## src/rtl/ldpc_bf_pkg.sv

```systemverilog
// Shared types and sizing helpers for the bit-flipping LDPC decoder control blocks.
package ldpc_bf_pkg;

  typedef enum logic [1:0] {
    ST_IDLE = 2'd0,
    ST_SCAN = 2'd1,
    ST_DONE = 2'd2
  } swc_state_e;

  function automatic int calc_nchunk(input int s_length, input int chunk);
    return s_length / chunk;
  endfunction

  function automatic int calc_pcnt_w(input int chunk);
    return $clog2(chunk) + 1;
  endfunction

endpackage

```

## src/rtl/syndrome_weight_ctrl_if.sv

```systemverilog
// Request/result bundle between the decoder sequencer (master) and syndrome_weight_ctrl (slave).
// Handshake: start is a one-cycle request taken only while busy is low; done pulses once per accepted start.
interface syndrome_weight_ctrl_if #(
  parameter int S_LENGTH  = 256,
  parameter int SUM_BITS  = 9,
  parameter int ITER_BITS = 6
);
  logic                 start;
  logic                 clear;
  logic [S_LENGTH-1:0]  s_data;
  logic [ITER_BITS-1:0] max_iter;
  logic                 busy;
  logic                 done;
  logic [SUM_BITS-1:0]  weight;
  logic                 syn_zero;
  logic [ITER_BITS-1:0] iter_cnt;
  logic                 stop;

  modport master (
    output start, clear, s_data, max_iter,
    input  busy, done, weight, syn_zero, iter_cnt, stop
  );

  modport slave (
    input  start, clear, s_data, max_iter,
    output busy, done, weight, syn_zero, iter_cnt, stop
  );
endinterface

```

## src/rtl/syndrome_weight_ctrl_chunk_popcount.sv

```systemverilog
// Combinational population count of one CHUNK-bit slice of the syndrome.
module chunk_popcount #(
  parameter int CHUNK = 32,
  parameter int PCW   = 6
) (
  input  logic [CHUNK-1:0] data_i,
  output logic [PCW-1:0]   count_o
);

  always_comb begin
    count_o = '0;
    for (int i = 0; i < CHUNK; i++) begin
      count_o = count_o + {{(PCW-1){1'b0}}, data_i[i]};
    end
  end

endmodule

```

## src/rtl/syndrome_weight_ctrl.sv

```systemverilog
// Syndrome Hamming-weight sequencer with iteration counting and sticky decoder stop.
// Optional SYND_PIPE_EN inserts a register between chunk popcount and accumulator (one extra scan cycle).
module syndrome_weight_ctrl
  import ldpc_bf_pkg::*;
#(
  parameter int S_LENGTH  = 256,
  parameter int CHUNK     = 32,
  parameter int SUM_BITS  = 9,
  parameter int ITER_BITS = 6
) (
  input  logic                   clk,
  input  logic                   rst,
  syndrome_weight_ctrl_if.slave  bus,
  output swc_state_e             state_o
);

  localparam int NCHUNK = calc_nchunk(S_LENGTH, CHUNK);
  localparam int PCW    = calc_pcnt_w(CHUNK);
  localparam int IDX_W  = $clog2(NCHUNK + 2);
`ifdef SYND_PIPE_EN
  localparam int LAST_IDX = NCHUNK;
`else
  localparam int LAST_IDX = NCHUNK - 1;
`endif
  localparam logic [IDX_W-1:0] LAST = IDX_W'(LAST_IDX);

  generate
    if (S_LENGTH % CHUNK != 0) begin : g_len_chk
      $error("S_LENGTH must be a multiple of CHUNK");
    end
    if ((2 ** SUM_BITS) <= S_LENGTH) begin : g_sum_chk
      $error("SUM_BITS too narrow for S_LENGTH");
    end
    if (SUM_BITS < PCW) begin : g_pcw_chk
      $error("SUM_BITS narrower than chunk popcount");
    end
  endgenerate

  swc_state_e           state_q, state_d;
  logic [S_LENGTH-1:0]  shift_q, shift_d;
  logic [IDX_W-1:0]     idx_q, idx_d;
  logic [SUM_BITS-1:0]  acc_q, acc_d;
  logic [ITER_BITS-1:0] max_q, max_d;
  logic [SUM_BITS-1:0]  weight_q, weight_d;
  logic                 syn_zero_q, syn_zero_d;
  logic [ITER_BITS-1:0] iter_q, iter_d;
  logic                 stop_q, stop_d;

  logic [PCW-1:0]       pc_now;
  logic [SUM_BITS-1:0]  add_term;
  logic [SUM_BITS-1:0]  acc_sum;
  logic [ITER_BITS-1:0] iter_inc;

  chunk_popcount #(
    .CHUNK (CHUNK),
    .PCW   (PCW)
  ) u_chunk_popcount (
    .data_i  (shift_q[CHUNK-1:0]),
    .count_o (pc_now)
  );

`ifdef SYND_PIPE_EN
  logic [PCW-1:0] pc_q;

  always_ff @(posedge clk or posedge rst) begin
    if (rst) begin
      pc_q <= '0;
    end else begin
      pc_q <= pc_now;
    end
  end

  // Index 0 has nothing in the pipe register yet; the extra last index drains it.
  assign add_term = (idx_q != '0) ? SUM_BITS'(pc_q) : '0;
`else
  assign add_term = SUM_BITS'(pc_now);
`endif

  assign acc_sum  = acc_q + add_term;
  assign iter_inc = (iter_q == '1) ? iter_q : iter_q + ITER_BITS'(1);

  always_ff @(posedge clk or posedge rst) begin
    if (rst) begin
      state_q    <= ST_IDLE;
      shift_q    <= '0;
      idx_q      <= '0;
      acc_q      <= '0;
      max_q      <= '0;
      weight_q   <= '0;
      syn_zero_q <= 1'b0;
      iter_q     <= '0;
      stop_q     <= 1'b0;
    end else begin
      state_q    <= state_d;
      shift_q    <= shift_d;
      idx_q      <= idx_d;
      acc_q      <= acc_d;
      max_q      <= max_d;
      weight_q   <= weight_d;
      syn_zero_q <= syn_zero_d;
      iter_q     <= iter_d;
      stop_q     <= stop_d;
    end
  end

  always_comb begin
    state_d    = state_q;
    shift_d    = shift_q;
    idx_d      = idx_q;
    acc_d      = acc_q;
    max_d      = max_q;
    weight_d   = weight_q;
    syn_zero_d = syn_zero_q;
    iter_d     = iter_q;
    stop_d     = stop_q;

    unique case (state_q)
      ST_IDLE: begin
        // Clear takes effect before a simultaneous start, so that evaluation counts from zero.
        if (bus.clear) begin
          iter_d = '0;
          stop_d = 1'b0;
        end
        if (bus.start) begin
          state_d = ST_SCAN;
          shift_d = bus.s_data;
          max_d   = bus.max_iter;
          acc_d   = '0;
          idx_d   = '0;
        end
      end
      ST_SCAN: begin
        acc_d   = acc_sum;
        shift_d = shift_q >> CHUNK;
        idx_d   = idx_q + IDX_W'(1);
        // Results commit here so they are already valid while done is high.
        if (idx_q == LAST) begin
          state_d    = ST_DONE;
          weight_d   = acc_sum;
          syn_zero_d = (acc_sum == '0);
          iter_d     = iter_inc;
          stop_d     = stop_q | (acc_sum == '0) | (iter_inc >= max_q);
        end
      end
      ST_DONE: begin
        state_d = ST_IDLE;
      end
      default: begin
        state_d = ST_IDLE;
      end
    endcase
  end

  assign bus.busy     = (state_q != ST_IDLE);
  assign bus.done     = (state_q == ST_DONE);
  assign bus.weight   = weight_q;
  assign bus.syn_zero = syn_zero_q;
  assign bus.iter_cnt = iter_q;
  assign bus.stop     = stop_q;
  assign state_o      = state_q;

endmodule

```

## src/flat_wrapper.sv

```systemverilog
// flat-port wrapper written by rule: the top's interface ports become plain ports
module syndrome_weight_ctrl_flat import ldpc_bf_pkg::*;
#(
  parameter int S_LENGTH  = 256,
  parameter int CHUNK     = 32,
  parameter int SUM_BITS  = 9,
  parameter int ITER_BITS = 6
)
  (clk, rst, state_o, bus_start, bus_clear, bus_s_data, bus_max_iter, bus_busy, bus_done, bus_weight, bus_syn_zero, bus_iter_cnt, bus_stop);
  syndrome_weight_ctrl_if #(.S_LENGTH(S_LENGTH), .SUM_BITS(SUM_BITS), .ITER_BITS(ITER_BITS)) bus_i ();
  input  logic clk;
  input  logic rst;
  output swc_state_e state_o;
  input wire logic [$bits(bus_i.start)-1:0] bus_start;
  input wire logic [$bits(bus_i.clear)-1:0] bus_clear;
  input wire logic [$bits(bus_i.s_data)-1:0] bus_s_data;
  input wire logic [$bits(bus_i.max_iter)-1:0] bus_max_iter;
  output wire logic [$bits(bus_i.busy)-1:0] bus_busy;
  output wire logic [$bits(bus_i.done)-1:0] bus_done;
  output wire logic [$bits(bus_i.weight)-1:0] bus_weight;
  output wire logic [$bits(bus_i.syn_zero)-1:0] bus_syn_zero;
  output wire logic [$bits(bus_i.iter_cnt)-1:0] bus_iter_cnt;
  output wire logic [$bits(bus_i.stop)-1:0] bus_stop;
  assign bus_i.start = bus_start;
  assign bus_i.clear = bus_clear;
  assign bus_i.s_data = bus_s_data;
  assign bus_i.max_iter = bus_max_iter;
  assign bus_busy = bus_i.busy;
  assign bus_done = bus_i.done;
  assign bus_weight = bus_i.weight;
  assign bus_syn_zero = bus_i.syn_zero;
  assign bus_iter_cnt = bus_i.iter_cnt;
  assign bus_stop = bus_i.stop;
  syndrome_weight_ctrl #(.S_LENGTH(S_LENGTH), .CHUNK(CHUNK), .SUM_BITS(SUM_BITS), .ITER_BITS(ITER_BITS)) u_core (.clk(clk), .rst(rst), .bus(bus_i), .state_o(state_o));
endmodule
```

## config.mk

```make
export PLATFORM = sky130hd
export DESIGN_NAME = syndrome_weight_ctrl_flat
export DESIGN_NICKNAME = d
export VERILOG_FILES = /design/src/rtl/ldpc_bf_pkg.sv /design/src/rtl/syndrome_weight_ctrl_if.sv /design/src/rtl/syndrome_weight_ctrl_chunk_popcount.sv /design/src/rtl/syndrome_weight_ctrl.sv /design/src/flat_wrapper.sv
export SDC_FILE = /design/constraint.sdc
export NUM_CORES = 1
export LEC_CHECK = 0
export BUFFER_PORTS_ARGS = -buffer_cell sky130_fd_sc_hd__buf_2
export CAP_MARGIN = 20
export CORE_ASPECT_RATIO = 0.5
export CORE_MARGIN = 2
export CORE_UTILIZATION = 47
export DETAILED_ROUTE_END_ITERATION = 8
export GPL_TIMING_DRIVEN = 0
export MAX_ROUTING_LAYER = met4
export PLACE_DENSITY = 0.7
export SETUP_SLACK_MARGIN = 0.02
export SKIP_LAST_GASP = 1
export SLEW_MARGIN = 5
export SYNTH_ARGS = -nofsm -noshare
export SYNTH_HDL_FRONTEND = slang
export SYNTH_HIERARCHICAL = 1
export SYNTH_SLANG_ARGS = --single-unit
```

## constraint.sdc

```tcl
create_clock -name clk -period 22.4 [get_ports clk]
set_clock_uncertainty 0.05 [all_clocks]
set_input_delay 4.48 -clock clk [delete_from_list [all_inputs] [get_ports clk]]
set_output_delay 4.48 -clock clk [all_outputs]
set_load 0.1 [all_outputs]
```

* Yosys cells after proc, flatten, opt, wreduce, memory -nomap -nowiden
Index checks and enable logic that the tools add are counted.
Word-level totals: bits in registers 294, word-level logic and storage cells 78, input bits 266, output and inout port bits 21
Cells by class: bitwise gates (word level) 2, multiplexer cells 16, reductions and logical operators 9, add/subtract/negate cells 34, $lt $le $gt $ge 1, equal/unequal tests 7
Operators by type and width (number):
- case mux 256 bit (2 select lines) | 1
- 2-to-1 mux 256 bit | 1
- adder 6 x 1 -> 6 bit | 26
- 2-to-1 mux 6 bit | 3
- case mux 9 bit (2 select lines) | 1
- case mux 6 bit (2 select lines) | 1
- adder 9 x 6 -> 9 bit | 1
- logical NOT 9 bit | 1
- 2-to-1 mux 9 bit | 1
- case mux 4 bit (2 select lines) | 1
- AND reduction 2 bit | 4
- adder 5 x 1 -> 6 bit | 1
- adder 6 x 1 -> 6 bit (second input constant) | 1
- equality test 6 bit (second input constant) | 1
- greater-or-equal comparator 6 bit | 1
- adder 4 x 1 -> 5 bit | 1
- adder 3 x 1 -> 4 bit | 1
- adder 4 x 1 -> 4 bit (second input constant) | 1
- equality test 4 x 3 -> 1 bit (second input constant) | 1
- 2-to-1 mux 2 bit | 2
- 2-to-1 mux 4 bit | 1
- inequality test 2 bit (second input constant) | 2
- case mux 2 bit (2 select lines) | 1
- nonzero test 2 bit | 2
- other kinds (10) | 12

* Logic depth before layout (Yosys ltp)
depth in word-level cells 37, mapped depth 23, depth with buffers taken out 23

* Modules after synthesis
The synthesis kept the hierarchy.
By module, submodules not included:
- syndrome_weight_ctrl | instances 1, area each 12781.0 um^2, cells an instance 1385, seq. area each 7357.1 um^2
- chunk_popcount | instances 1, area each 758.2 um^2, cells an instance 73, seq. area each 0.0 um^2

* Worst setup path before layout
No wires, ideal clock.
path type reg2out, start reg u_core.state_q[1], in the netlist u_core/state_o[1], end out bus_done, data arrival time 2413 ps, buffers on the path 0, stages on the path, launching flop included 2, required time 17870 ps, slack 15457 ps, cell sequence dfrtp_1 nor2b_1
Between the ends: cells in the longest elaborated chain, start to end 1
RTL lines:
- start: declaration | line syndrome_weight_ctrl.sv:39 | swc_state_e state_q, state_d;
- start signal: assignment | line syndrome_weight_ctrl.sv:94 | state_q <= state_d;
- equality test 2 bit | line syndrome_weight_ctrl.sv:155 | assign bus.done = (state_q == ST_DONE);
- end: declaration | line flat_wrapper.sv:19 | output wire logic [$bits(bus_i.done)-1:0] bus_done;
No other way between the ends.

* Worst setup path in the final report
start reg u_core.state_q[1], in the netlist u_core/state_o[1], end out bus_busy
Between the ends: cells in the longest elaborated chain, start to end 1
RTL lines:
- nonzero test 2 bit | line syndrome_weight_ctrl.sv:154 | assign bus.busy = (state_q != ST_IDLE);
- end: declaration | line flat_wrapper.sv:18 | output wire logic [$bits(bus_i.busy)-1:0] bus_busy;
No other way between the ends.

==> impl_metrics.yaml <==
cts:
  cts_tree: "done"
  postCtsResizedCells: 0
  clock_latency_ns: 0.55
  clock-sinks: 294
  cts_made_buffers: 26
  cts_hold_buf: 0
  postCtsSetupBuffers: 0
  cts_max_path_buffers: 3
  htreeDepth: 1
  clk_pin_slew_ns: 0.07
  cts.root.buffer_cell: "clkbuf_16"
placed_design:
  dp.final_hpwl_mm: 30.6
  place.gp.congestion: 0.906
  portBuffers: 286
  dpl.cell_count: 2128
critical_path:
  start_kind: "flip-flop"
  r2r-start: "u_core/shift_q[0]"
  required_ns: 17.87
  crit_type: "reg2out"
  worst_ep_arrival_time_ns: 1.61
  endpoint_kind: "primary output"
  regToRegEndpoint: "u_core/bus.stop"
  ff2ff_setup_slack_ns: 16.27
  critPathMaxFanout: 5
  worstRegToRegCells: 21
drt:
  drc: 0
  vias_per_cell: 5.34
  drtAntennaViolNets: 0
  dr.pass1.iters: 6
  vias: 11700
  routedWlPerCell_um: 18.5
  routed_wl_mm: 40.6
  drt_iter0_drc: 1199
sta:
  rsz0062_at_grt: "no"
  slew_viol_final: 0
  max_freq_ghz: 0.163
  tns_ns: 0
  finalCritPeriodShare: 0.274
  period_needed_ns: 6.14
  setup_violations: 0
  hold_violations: 0
  hold_ws_ns: 0.426
  tightest_slew_ns: 0.853
  slew_headroom: 0.432
synthesis:
  avgSynthCellArea_um2: 9.29
  synth_cells: 1458
  yosys_warnings: 6
  syn_area_mm2: 0.0135
  ys.flop_type: "dfrtp_1"
  synth_seq_cells: 294
  yosysSeqAreaShare: 0.543
  synth_edf_count: 0
  syn-num-nets: 1770
  async_flop_share: 1.00
  ys_types: 42
finish:
  multi_input_area_mm2: 0.00556
  ff_latch_area_mm2: 0.00736
  final_cells: 2191
  final_cell_mix: "559 x nand2_1, 351 x buf_2, 294 x dfrtp_1"
  fillers: 2524
  nets: 2086
  final_common_cell: "nand2_1"
  drive_gt1_frac: 0.232
  area_growth_pct: 21.7
global_route:
  grt_pass1_wl_mm: 61.8
  overflow: 0
  grt_pass1_vias: 11400
  grt_use_total: 0.274
  grt_max_degree: 120
  antenna_found_initial: 15
hold_path:
  hold_path.startpoint: "u_core/shift_q[207]"
  hp-class: "reg2reg"
  hold_path_depth: 2
  holdPathEnd: "u_core/shift_q[207]"
floorplanning:
  num_io_pins: 287
  num_rows: 43
  dieArea_mm2: 0.0303
  core_area_mm2: 0.0280
  die_y_um: 124
  floorplan.initialDensity: 0.483
  die-width_um: 244
job:
  maxCapViolCount: 0
status:
  status: "completed"
==> critical path, cell delays in order (launching register included) <==
cell and delay, ns:
dfrtp_1 0.46, nor2_2 0.25, inv_1 0.07, buf_2 0.29
==> cell type report <==
class,instances,share of cell area
antenna,15,0.00228
buffer,98,0.0293
clock buffer,32,0.0434
clock inverter,16,0.0127
inverter,38,0.00912
multi-input combinational,1028,0.337
sequential,294,0.447
tap,382,0.0290
timing repair buffer,288,0.0902
==> routing by layer <==
metal | global-route usage | share of wire | vias to the layer above
met1 | 0.373 | 0.45 | 5655
met5 | - | 0 | -
li1 | - | - | 5580
met2 | 0.430 | 0.46 | 367
met3 | 0.0371 | 0.055 | 90
met4 | 0.0960 | 0.034 | 0
==> worst max path at each step <==
stage                            from            endpoint  slack [ns]  depth (start not counted)
floorplan                         rst     u_core/acc_q[0]        9.75                          1
global placement                  rst  u_core/shift_q[14]        6.46                          2
detailed placement  u_core/shift_q[0]     u_core/bus.stop       16.28                         21
CTS                 u_core/state_o[0]            bus_busy       16.24                          3
global route        u_core/shift_q[0]     u_core/bus.stop       15.92                         21
finish              u_core/state_o[1]            bus_busy       16.26                          3
==> Yosys cell counts (2+ instances only) <==
master | number | share of area
buf_4 | 5 | 0.0028
ha_1 | 21 | 0.019
xor2_1 | 4 | 0.0026
a21oi_1 | 11 | 0.0041
nand4_1 | 3 | 0.0014
fa_1 | 25 | 0.037
nor2_1 | 57 | 0.016
a22oi_1 | 174 | 0.096
o21a_1 | 2 | 0.0011
clkbuf_1 | 22 | 0.0061
o21ai_1 | 10 | 0.0037
nor2_2 | 2 | 0.00092
a21oi_2 | 3 | 0.0019
a311oi_1 | 2 | 0.0013
nand2_1 | 559 | 0.15
nand2b_1 | 3 | 0.0014
dfrtp_1 | 294 | 0.54
buf_6 | 2 | 0.0017
inv_1 | 37 | 0.010
nand3_1 | 49 | 0.018
o21ai_0 | 21 | 0.0078
and2_1 | 3 | 0.0014
xnor2_1 | 8 | 0.0052
a21o_1 | 3 | 0.0017
a31oi_1 | 50 | 0.023
buf_1 | 4 | 0.0011
and3_1 | 5 | 0.0023
buf_2 | 65 | 0.024
==> per-stage QoR <==
step | setup slack, ns | utilization | cell area, um^2
CTS | 16.24 | 0.586 | 16400
detailed placement | 16.28 | 0.553 | 15500
global route | 15.92 | 0.588 | 16500
global placement | 6.46 | 0.551 | 15400
floorplan | 9.75 | - | 13500
finish | 16.26 | 0.588 | 16500
==> registers in the layout, indices dropped and copies added, names as in the netlist <==
register / count
u_core/idx_q: 4
u_core/shift_q: 256
u_core/bus.iter_cnt: 6
u_core/bus.syn_zero: 1
u_core/bus.stop: 1
u_core/max_q: 6
u_core/state_o: 2
u_core/bus.weight: 9
u_core/acc_q: 9
==> cells by family (layout without fill, tap and decap cells) <==
family / Yosys count / count (layout) / synth area share
buf+inv: 136 / 472 / 0.0462
other cells: 0 / 15 / 0
compound gates: 282 / 282 / 0.145
simple gates: 687 / 687 / 0.201
fa+ha+maj: 46 / 46 / 0.0564
mux: 1 / 1 / 0.000832
xor+xnor: 12 / 12 / 0.00776
flops: 294 / 294 / 0.543
Power is left out: the tool's default activity adds up to more than one toggle a clock period on the data nets, which glitch-free logic cannot reach.
